`src/rtl/hpdmc_dqsched.sv`:
```
// DQ/DQS data-phase scheduler: tracks issued READ/WRITE commands, drives the
// DQ output-enable controls and FML data strobe, and flags when the next command is safe.
module hpdmc_dqsched #(
    parameter int CL    = 3,
    parameter int BURST = 4,
    parameter int TWTR  = 1,
    parameter int TWR   = 2
) (
    input  logic sys_clk,
    input  logic sys_rst_n,
    input  logic read,
    input  logic write,
    output logic read_safe,
    output logic write_safe,
    output logic precharge_safe,
    output logic direction,
    output logic direction_r,
    output logic data_ack,
    output logic cmd_err
);

    localparam int BH   = BURST / 2;
    localparam int M1   = (BH + TWTR > CL + BH) ? BH + TWTR : CL + BH;
    localparam int MAXL = (M1 > BH + TWR) ? M1 : BH + TWR;
    localparam int CW   = $clog2(MAXL + 1);
    localparam int SRD  = CL + BH;

    localparam logic [CW-1:0] LD_WR_RD  = CW'(BH + TWTR);
    localparam logic [CW-1:0] LD_WR_WR  = CW'(BH - 1);
    localparam logic [CW-1:0] LD_WR_PRE = CW'(BH + TWR);
    localparam logic [CW-1:0] LD_RD_RD  = CW'(BH - 1);
    localparam logic [CW-1:0] LD_RD_WR  = CW'(CL + BH);
    localparam logic [CW-1:0] LD_RD_PRE = CW'(BH - 1);
    localparam logic [CW-1:0] LD_DIR    = CW'(BH);

    function automatic logic [CW-1:0] sat_dec(input logic [CW-1:0] v);
        return (v == '0) ? v : v - CW'(1);
    endfunction

    function automatic logic [CW-1:0] umax(input logic [CW-1:0] a, input logic [CW-1:0] b);
        return (a > b) ? a : b;
    endfunction

    logic [CW-1:0]  rd_cnt_q, rd_cnt_d;
    logic [CW-1:0]  wr_cnt_q, wr_cnt_d;
    logic [CW-1:0]  pre_cnt_q, pre_cnt_d;
    logic [CW-1:0]  dir_cnt_q, dir_cnt_d;
    logic [SRD-1:0] rdsr_q, rdsr_d;
    logic           direction_q, direction_d;
    logic           direction_r_q;
    logic           data_ack_q, data_ack_d;
    logic           cmd_err_q, cmd_err_d;
    logic           wr_cmd, rd_cmd;

    // A simultaneous read and write is executed as a write only.
    assign wr_cmd = write;
    assign rd_cmd = read & ~write;

    assign read_safe      = (rd_cnt_q == '0);
    assign write_safe     = (wr_cnt_q == '0);
    assign precharge_safe = (pre_cnt_q == '0);
    assign direction      = direction_q;
    assign direction_r    = direction_r_q;
    assign data_ack       = data_ack_q;
    assign cmd_err        = cmd_err_q;

    always_comb begin
        rd_cnt_d  = umax(sat_dec(rd_cnt_q),
                         wr_cmd ? LD_WR_RD  : (rd_cmd ? LD_RD_RD  : '0));
        wr_cnt_d  = umax(sat_dec(wr_cnt_q),
                         wr_cmd ? LD_WR_WR  : (rd_cmd ? LD_RD_WR  : '0));
        pre_cnt_d = umax(sat_dec(pre_cnt_q),
                         wr_cmd ? LD_WR_PRE : (rd_cmd ? LD_RD_PRE : '0));
        dir_cnt_d = umax(sat_dec(dir_cnt_q), wr_cmd ? LD_DIR : '0);
        // Bit k set means a read issued k+1 cycles ago; acks cover k = CL..CL+BH-1.
        rdsr_d      = {rdsr_q[SRD-2:0], rd_cmd};
        direction_d = (dir_cnt_d != '0);
        data_ack_d  = direction_d | (|rdsr_d[SRD-1:CL]);
        cmd_err_d   = cmd_err_q | (read & write) | (read & ~read_safe)
                    | (write & ~write_safe);
    end

    always_ff @(posedge sys_clk or negedge sys_rst_n) begin
        if (!sys_rst_n) begin
            rd_cnt_q      <= '0;
            wr_cnt_q      <= '0;
            pre_cnt_q     <= '0;
            dir_cnt_q     <= '0;
            rdsr_q        <= '0;
            direction_q   <= 1'b0;
            direction_r_q <= 1'b0;
            data_ack_q    <= 1'b0;
            cmd_err_q     <= 1'b0;
        end else begin
            rd_cnt_q      <= rd_cnt_d;
            wr_cnt_q      <= wr_cnt_d;
            pre_cnt_q     <= pre_cnt_d;
            dir_cnt_q     <= dir_cnt_d;
            rdsr_q        <= rdsr_d;
            direction_q   <= direction_d;
            direction_r_q <= direction_q;
            data_ack_q    <= data_ack_d;
            cmd_err_q     <= cmd_err_d;
        end
    end

endmodule

```
`config.mk`:
```
export PLATFORM = sky130hd
export DESIGN_NAME = hpdmc_dqsched
export DESIGN_NICKNAME = d
export VERILOG_FILES = /design/src/rtl/hpdmc_dqsched.sv
export SDC_FILE = /design/constraint.sdc
export NUM_CORES = 1
export LEC_CHECK = 0
export ABC_AREA = 0
export CORE_MARGIN = 2
export CORE_UTILIZATION = 60
export CTS_BUF_LIST = sky130_fd_sc_hd__clkbuf_4
export CTS_CLUSTER_DIAMETER = 100
export CTS_CLUSTER_SIZE = 24
export DETAILED_ROUTE_END_ITERATION = 8
export DONT_BUFFER_PORTS = 1
export PLACE_DENSITY = 0.76
export SYNTH_ARGS = -nofsm -noshare
export SYNTH_HDL_FRONTEND = slang
export SYNTH_SLANG_ARGS = --single-unit
```
`constraint.sdc`:
```
create_clock -name sys_clk -period 2.6 [get_ports sys_clk]
set_input_delay 0.78 -clock sys_clk [delete_from_list [all_inputs] [get_ports sys_clk]]
set_output_delay 0.78 -clock sys_clk [all_outputs]
set_load 0.01 [all_outputs]
```
==> results of run 1 <==
per-stage QoR:
| step | area, um2 | setup WS, ps |
|---|---|---|
| floorplan | 1184 | 570.4 |
| CTS | 1244 | 388.9 |
| global placement | 1217 | 544.2 |
| finish | 1244 | 403.2 |
| global route | 1244 | 238.1 |
| detailed placement | 1217 | 419.9 |
kinds of logic (layout without fill, tap and decap cells):
logic type | Yosys count | in the layout | share of synthesized area [%]
buffers and inverters | 17 | 21 | 5.391
and+or+nand+nor | 30 | 30 | 14.06
DFF | 20 | 20 | 42.28
adders and majority gates | 15 | 15 | 15.86
AOI/OAI and AO/OA | 17 | 17 | 8.879
muxes | 11 | 11 | 10.57
xor gates and xnor gates | 4 | 4 | 2.960
worst register-to-register path, cell delays in order, from the launching register on:
cell,delay [ps]
dfrtp_1,430
inv_1,100
ha_1,230
nand2b_4,90
nand2_1,80
o21ai_2,60
ha_1,290
and3_4,150
o31ai_2,260
mux2_4,340
o2111ai_1,90
routing by layer:
metal	track usage, %	part of all wire (%)	vias to the layer above
met5	0	0	-
met4	12.38	4.5	0
met3	4.938	4.3	9
met2	29.63	44	17
met1	23.27	47	351
li1	-	-	387
sequential cells by signal (all words and copies together) (netlist names):
register     count
data_ack         1
cmd_err          1
rdsr_q           4
rd_cnt_q         3
dir_cnt_q        3
direction_r      1
wr_cnt_q         3
pre_cnt_q        3
direction        1
worst paths after layout:
path,start,endpoint,slack (ps),depth (start not counted)
min in group sys_clk,rdsr_q[1],rdsr_q[2],360,0
worst max register to register,dir_cnt_q[0],data_ack,400,10
worst max-delay path,dir_cnt_q[0],data_ack,400,10
worst min-delay path,sys_rst_n,wr_cnt_q[0],150,0
worst min register to register,rdsr_q[1],rdsr_q[2],360,0
max in group asynchronous,sys_rst_n,dir_cnt_q[2],2380,0
power by group:
group	internal (mW)	leakage [nW]	total, mW	switching [mW]
logic	0.543	0.366	1.13	0.589
registers	0.433	0.233	0.503	0.0698
clock network	0.0562	0.0154	0.156	0.0997
total	1.03	0.614	1.79	0.758
layout by cell type, fill, tap and decap left out, types with 2 or more instances in the layout:
cell / instances
dfrtp_1: 20
inv_1: 17
ha_1: 15
nor2_1: 13
a21oi_1: 10
nand2_1: 5
nand2b_1: 4
xnor2_1: 4
mux2i_1: 4
nor2b_1: 3
mux2_1: 3
clkbuf_4: 3
nand2b_4: 2
mux2_2: 2
area by class of cell:
cell class / instances / area share, %
multi-input cells: 77 / 49.80
clock buffers: 3 / 1.811
well taps: 27 / 2.716
inverters: 17 / 5.131
clock inverters: 1 / 0.3018
flip-flops and latches: 20 / 40.24
==> metrics.md, run 1 <==
| Metric | Value |
|---|---|
| Post-CTS Setup Inserts | 0 |
| Total GRT Usage | 18.96% |
| Drt drc | 0 |
| # clock sinks | 20 |
| Via density | 5.269 |
| Largest net degree at the start of global routing | 21 |
| Clock skew | 2.810 ps |
| TritonCTS Buffers | 3 |
| Slowest library cell on the worst path | dfrtp_1 |
| Critical Path AT | 2430 ps |
| Top cells by area, synth | dfrtp_1 42%, ha_1 16%, inv_1 5.4% |
| Via count | 764 |
| Post-Syn Area | 1184 um2 |
| Syn_nets | 133 |
| Via count of the first global-routing pass | 796 |
| CTS tree | built |
| Yosys Warn Count | 0 |
| CP Class | flip-flop to flip-flop |
| Dpl cells | 141 |
| Critical path required time | 2830 ps |
| Clk Latency, worst-skew pair | 310 ps |
| Initial Util | 62.24% |
| Endpoints failing hold | 0 |
| Post-synth EDFFs | 0 |
| Leakage | 0.6145 nW |
| Overflow after GRT | 0 |
| Synth area leader | dfrtp_1 |
| Most common cell in the netlist | dfrtp_1 |
| Final min period | 2197 ps |
| Fill cell count | 147 |
| Routability Congestion | 0.7886 |
| Slew Viols, Final | 0 |
| DR pass1 iterations | 4 |
| CTS H-tree depth | 1 |
| Status | completed |
| Chip width | 48.42 um |
| Critical path, cell by cell | inv_1 > ha_1 > nand2b_4 > nand2_1 > o21ai_2 > ha_1 > and3_4 > o31ai_2 > mux2_4 > o2111ai_1 |
| I/O pin total | 11 |
| Layout Cells excl Fill | 145 |
| Clk slew on worst S/H paths | 110 ps |
| Total power | 1.790 mW |
| Post_cts resized | 0 |
| Final nets | 138 |
| Fin Hold WS | 145.2 ps |
| Final HPWL DP | 1394 um |
| Placeable core region | 1902 um2 |
| Power per cell area | 1439 nW/um2 |
| Layout cell share with drive strength beyond 1 | 11.02% |
| Critical Path Most Common Cell | ha_1 |
| Global-route wire length before repair | 3367 um |
| Port bufs | 0 |
| CP max FO | 5 |
| Commonest cells post-synth | 20 x dfrtp_1, 17 x inv_1, 15 x ha_1, 13 x nor2_1, 10 x a21oi_1 |
| Cells after synthesis | 114 |
| Slew margin rel. | 77.41% |
| CTS Root Cell | clkbuf_4 |
| Hold Path Class | input port to asynchronous set/reset pin |
| Measured slew at the worst slew-check pin | 332.3 ps |
| Diodes inserted | 0 |
| Register area | 500.5 um2 |
| Hold_buf cts | 0 |
| RSZ-0062 raised after global routing | no |
| Max-Cap Viols | 0 |
| ANT nets after route | 0 |
| Seq cells post-synth | 20 |
| Syn_area_per_cell | 10.38 um2 |
| DR WL/cell | 12.14 um |
| Area growth syn-to-layout | 5.074% |
| Count of cell types in the netlist | 25 |
| Crit-path max cell delay | 430 ps |
| Asr flop ratio synth | 100.0% |
| Predominant post-synthesis flop cell | dfrtp_1 |
| 1st-iter DRT viols | 1 |
| Fmax | 455.2 MHz |
| Seq/Total Area, Yosys | 42.28% |
| Final setup vio count | 0 |
| CTS Buffer Depth | 2 |
| Placement Rows | 16 |
| Post-synth top area share | 42.28% |
| WP buf/inv | 1 |
| Core Util, Final | 65.39% |
| Worst IR Drop VDD | 0.7440 mV |
| Multi-input logic area | 619.3 um2 |
| Crit path launch type | flip-flop |
| Initial antenna violation count | 0 |
| DIE AREA | 2344 um2 |
| Routed wire length | 1760 um |
| Die Span Y | 48.42 um |
| Setup crit end kind | flip-flop |
| Setup_tns | 0 ps |
| Final Cycle Share | 84.49% |
| Top Family by Delay on Critical Path | adder cells |
Power figures use the tool's default switching activity.
==> inputs of run 2 (changes only) <==
==> constraint.sdc (replaced) <==
create_clock -name sys_clk -period 2.2 [get_ports sys_clk]
set_input_delay 0.66 -clock sys_clk [delete_from_list [all_inputs] [get_ports sys_clk]]
set_output_delay 0.66 -clock sys_clk [all_outputs]
set_load 0.01 [all_outputs]
==> run 2 against run 1 <==
First-iteration DRC count grew to 4.0 times the previous value. Design area is 3.0% higher. Critical path type unchanged. Wire length is 6.5% higher. Largest cell class unchanged. Utilization is 2.0 points higher. Clock skew is 0.71 ps higher. Critical path depth stayed put.
==> metrics.md, run 2 (synthesis gave the netlist of run 1 again) <==
| Metric | Value |
|---|---|
| Via count of the first global-routing pass | 796 |
| Total GRT Usage | 18.96% |
| WP buf/inv | 1 |
| WP depth | 10 |
| Area growth syn-to-layout | 8.245% |
| ANT nets after route | 0 |
| CP Class | flip-flop to flip-flop |
| Placement Rows | 16 |
| Leakage | 0.6264 nW |
| FF-to-FF End | data_ack |
| RSZ-0062 raised after global routing | no |
| Critical Path AT | 2310 ps |
| Largest reg by FF count | rdsr_q |
| Routed wire length | 1875 um |
| CP max FO | 5 |
| Initial antenna violation count | 0 |
| Via count | 765 |
| TritonCTS Buffers | 3 |
| Hold Path Class | input port to asynchronous set/reset pin |
| Fmax | 480.8 MHz |
| Fill cell count | 142 |
| DIE AREA | 2344 um2 |
| Measured slew at the worst slew-check pin | 427.0 ps |
| Status | completed |
| Clk Latency, worst-skew pair | 310 ps |
| Largest net degree at the start of global routing | 21 |
| Port bufs | 0 |
| Diodes inserted | 0 |
| Worst R2R Path Depth | 10 |
| Clock skew | 3.524 ps |
| Final nets | 140 |
| Via density | 5.204 |
| Setup crit end kind | flip-flop |
| Final Cycle Share | 94.54% |
| Overflow after GRT | 0 |
| Slowest library cell on the worst path | dfrtp_1 |
| Slew Viols, Final | 0 |
| CTS Root Cell | clkbuf_4 |
| DR WL/cell | 12.76 um |
| CTS Buffer Depth | 2 |
| Critical path, cell by cell | inv_2 > ha_4 > nand2b_4 > nand2_1 > o21ai_2 > ha_1 > and3_4 > o31ai_2 > mux2_4 > o2111ai_1 |
| Register area | 500.5 um2 |
| Critical path required time | 2430 ps |
| Max-Cap Viols | 0 |
| Setup_tns | 0 ps |
| Most common cell after layout, fill and taps aside | dfrtp_1 |
| Layout cell share with drive strength beyond 1 | 15.00% |
| Global-route wire length before repair | 3367 um |
| I/O pin total | 11 |
| Worst IR Drop VDD | 0.8974 mV |
| Multi-input logic area | 639.4 um2 |
| Crit-path max cell delay | 420 ps |
| Most frequent cells in the layout | 20 x dfrtp_1, 15 x inv_1, 14 x ha_1 |
| Top Family by Delay on Critical Path | adder cells |
| Max FFs per register | 4 |
| Slew margin rel. | 71.44% |
| Power per cell area | 1714 nW/um2 |
| Final HPWL DP | 1394 um |
| Post-Place Setup Slack | 19.86 ps |
| Placeable core region | 1902 um2 |
| Initial Util | 62.24% |
| Fin Hold WS | 25.93 ps |
| Critical R2R Launch | dir_cnt_q[1] |
| Clk slew on worst S/H paths | 110 ps |
| Chip width | 48.42 um |
| Drt drc | 0 |
| Reg2Reg Setup Slack | 120 ps |
| Final min period | 2080 ps |
| Endpoints failing hold | 0 |
| Crit path launch type | flip-flop |
| CTS H-tree depth | 1 |
| CTS tree | built |
| 1st-iter DRT viols | 4 |
| DR pass1 iterations | 5 |
| Die Span Y | 48.42 um |
| Final setup vio count | 0 |
| Final critical-path setup slack | 120.2 ps |
| Routability Congestion | 0.7886 |
| # clock sinks | 20 |
## run 2: worst reg2reg max path, cell delays in order, from the launching register on
cell,delay [ps]
dfrtp_1,420
inv_2,90
ha_4,150
nand2b_4,70
nand2_1,80
o21ai_2,60
ha_1,290
and3_4,150
o31ai_2,260
mux2_4,340
o2111ai_1,90
## run 2: worst max path at each step
stage,startpoint,endpoint
global route,dir_cnt_q[1],data_ack
floorplan,dir_cnt_q[0],data_ack
detailed placement,dir_cnt_q[0],data_ack
finish,dir_cnt_q[1],data_ack
global placement,dir_cnt_q[0],data_ack
CTS,dir_cnt_q[0],data_ack
## run 2: per-layer routing
metal	GRT usage, %	routed length (um)	up-vias
met5	0	0	-
met4	12.38	83	0
met3	4.938	76	9
met2	29.63	815	17
met1	23.27	899	345
li1	-	-	394
## run 2: cell type report
class | count | area share [%]
inverters | 17 | 4.980
multi-input cells | 77 | 49.90
clock buffers | 3 | 1.758
flip-flops and latches | 20 | 39.06
clock inverters | 1 | 0.2930
repair buffers | 2 | 1.367
well taps | 27 | 2.637
## run 2: timing repair
item | 4_1_cts | 5_1_grt
setup endpoints to repair | 1 | 5
buffers inserted | 0 | 1
resized for setup | 1 | 4
hold endpoints to repair | 0 | 9
hold buffers | 0 | 1
## run 2: report_power, final
part	leakage (nW)	internal (mW)	switching [mW]
sequential	0.233	0.511	0.0818
clock	0.0154	0.0664	0.120
combinational	0.378	0.685	0.731
## run 2: through the flow
step | cell area (um2) | std cells | total power [mW] | util (%)
4_1_cts | 1246 | 145 | 2.142 | 65.53
3_5_place_dp | 1217 | 141 | 1.945 | 64.01
6_report | 1281 | 147 | 2.197 | 67.37
3_3_place_gp | 1217 | 141 | 1.866 | 64.01
2_1_floorplan | 1184 | 114 | 1.730 | -
5_1_grt | 1281 | 147 | 2.426 | 67.37
==> inputs of run 3 (changes only) <==
--- a/config.mk
+++ b/config.mk
@@ -7,13 +7,13 @@
 export LEC_CHECK = 0
 export ABC_AREA = 0
 export CORE_MARGIN = 2
-export CORE_UTILIZATION = 60
+export CORE_UTILIZATION = 41
 export CTS_BUF_LIST = sky130_fd_sc_hd__clkbuf_4
 export CTS_CLUSTER_DIAMETER = 100
 export CTS_CLUSTER_SIZE = 24
 export DETAILED_ROUTE_END_ITERATION = 8
 export DONT_BUFFER_PORTS = 1
-export PLACE_DENSITY = 0.76
+export HOLD_SLACK_MARGIN = 0.05
 export SYNTH_ARGS = -nofsm -noshare
 export SYNTH_HDL_FRONTEND = slang
 export SYNTH_SLANG_ARGS = --single-unit
==> constraint.sdc (replaced) <==
create_clock -name sys_clk -period 2.2 [get_ports sys_clk]
set_input_delay 0.22 -clock sys_clk [delete_from_list [all_inputs] [get_ports sys_clk]]
set_output_delay 0.22 -clock sys_clk [all_outputs]
set_load 0.01 [all_outputs]
==> run 3 against run 2 <==
Via count fell by 1.4%. Sequential power about the same. Worst hold slack better by 62 ps. Die area grew 42%. Setup slack got worse by 24 ps. Global-route usage down 6.0 points. Maximum frequency shrank 1.1%. First-iteration DRC count rose to 3.3 times the previous value.
==> metrics.md, run 3 (synthesis gave the netlist of run 1 again) <==
| Metric | Value |
|---|---|
| Switching Fraction | 39.83% |
| Global-route wire length before repair | 3291 um |
| Slew Viols, Final | 0 |
| CP max FO | 5 |
| Critical path required time | 2420 ps |
| Diodes inserted | 0 |
| Crit-path max cell delay | 430 ps |
| Largest reg by FF count | rdsr_q |
| Drt drc | 0 |
| Dpl cells | 145 |
| Total power | 2.296 mW |
| Layout Cells excl Fill | 154 |
| Clk slew on worst S/H paths | 110 ps |
| DR WL/cell | 11.81 um |
| Core Util, Final | 48.91% |
| Worst IR Drop VDD | 0.7383 mV |
| Via count of the first global-routing pass | 753 |
| Slowest library cell on the worst path | dfrtp_1 |
| Fmax | 475.4 MHz |
| I/O pin total | 11 |
| Fill cell count | 264 |
| Largest net degree at the start of global routing | 21 |
| Placement Rows | 19 |
| # clock sinks | 20 |
| Initial Util | 42.92% |
| Final Cycle Share | 95.62% |
| TritonCTS Buffers | 3 |
| 1st-iter DRT viols | 13 |
| Power per cell area | 1702 nW/um2 |
| Via count | 754 |
| Critical Path AT | 2320 ps |
| Top Family by Delay on Critical Path | adder cells |
| Most common cell after layout, fill and taps aside | dfrtp_1 |
| Final nets | 143 |
| Crit path launch type | flip-flop |
| Multi-input logic area | 645.6 um2 |
| DR pass1 iterations | 4 |
| Final min period | 2104 ps |
| ANT nets after route | 0 |
| Routability Congestion | 0.7115 |
| Comb pwr share | 61.2% |
| Measured slew at the worst slew-check pin | 901.9 ps |
| Most frequent cells in the layout | 20 x dfrtp_1, 17 x inv_1, 14 x ha_1 |
| CP Class | flip-flop to flip-flop |
| Max-Cap Viols | 0 |
| Setup_tns | 0 ps |
| Final setup vio count | 0 |
| Reg power frac | 25.9% |
| Final HPWL DP | 1380 um |
| Total GRT Usage | 12.95% |
| Die Span Y | 57.73 um |
| Clk Latency, worst-skew pair | 290 ps |
| Port bufs | 0 |
| Critical path, cell by cell | inv_1 > ha_4 > nand2b_4 > nand2_1 > o21ai_2 > ha_1 > and3_4 > o31ai_4 > mux2_4 > o2111ai_1 |
| Fin Hold WS | 88.19 ps |
| Clk pwr share | 12.8% |
| Routed wire length | 1819 um |
| Int Pwr | 1.381 mW |
| CTS tree | built |
| Slew margin rel. | 39.68% |
| Status | completed |
| Placeable core region | 2758 um2 |
| Setup crit end kind | flip-flop |
| Endpoints failing hold | 0 |
| Layout cell share with drive strength beyond 1 | 13.82% |
| Via density | 4.896 |
| Initial antenna violation count | 0 |
| Leakage | 0.6530 nW |
| Area growth syn-to-layout | 13.95% |
| CTS Buffer Depth | 2 |
| Clock skew | 1.201 ps |
| Chip width | 57.73 um |
| Switching power | 0.9143 mW |
| DIE AREA | 3333 um2 |
| WP buf/inv | 1 |
| RSZ-0062 raised after global routing | no |
| CTS Root Cell | clkbuf_4 |
| Register area | 500.5 um2 |
| Hold Path Class | input port to flip-flop |
| Overflow after GRT | 0 |
| Max FFs per register | 4 |
| CTS H-tree depth | 1 |
-- run 3: per-layer routing --
layer / up-vias / wire, um / GRT usage, % / share of wire [%]
li1: 392 / - / - / -
met1: 350 / 844 / 15.50 / 46
met2: 10 / 884 / 21.75 / 49
met3: 2 / 77 / 3.348 / 4.2
met4: 0 / 13 / 5.980 / 0.71
met5: - / 0 / 0 / 0
-- run 3: final cells by class --
type                    count  share of cell area, %
flip-flops and latches     20                  37.11
multi-input cells          77                  47.87
clock inverters             1                  2.226
well taps                  31                  2.876
clock buffers               3                  1.670
repair buffers              5                  3.525
inverters                  17                  4.731
-- run 3: worst paths after layout --
kind	endpoint	slack, ps	from	depth (start not counted)
worst max-delay path	data_ack	100	dir_cnt_q[0]	10
worst min-delay path	cmd_err	90	read	2
worst max register to register	data_ack	100	dir_cnt_q[0]	10
worst min register to register	rdsr_q[2]	360	rdsr_q[1]	0
max in group asynchronous	wr_cnt_q[1]	1170	sys_rst_n	1
min in group asynchronous	pre_cnt_q[0]	490	sys_rst_n	1
-- run 3: stage by stage --
stage               instance area (um2)  setup WS (ps)
detailed placement                 1222          63.82
global placement                   1222          138.9
CTS                                1305          29.28
floorplan                          1184          170.4
global route                       1349          4.912
finish                             1349          96.47
-- run 3: what timing repair did --
item | 4_1_cts | 5_1_grt
endpoints found under the setup margin | 0 | 3
setup buffers | 0 | 1
hold buffers | 3 | 1
endpoints found under the hold margin | 21 | 1
resized for setup | 0 | 4
-- run 3: power groups by stage --
stage	Combinational (mW)	Clock [mW]	Sequential (mW)
2_1_floorplan	1.14	0	0.587
3_3_place_gp	1.27	0	0.604
3_5_place_dp	1.32	0	0.606
4_1_cts	1.35	0.311	0.599
5_1_grt	1.61	0.329	0.616
6_report	1.41	0.294	0.596
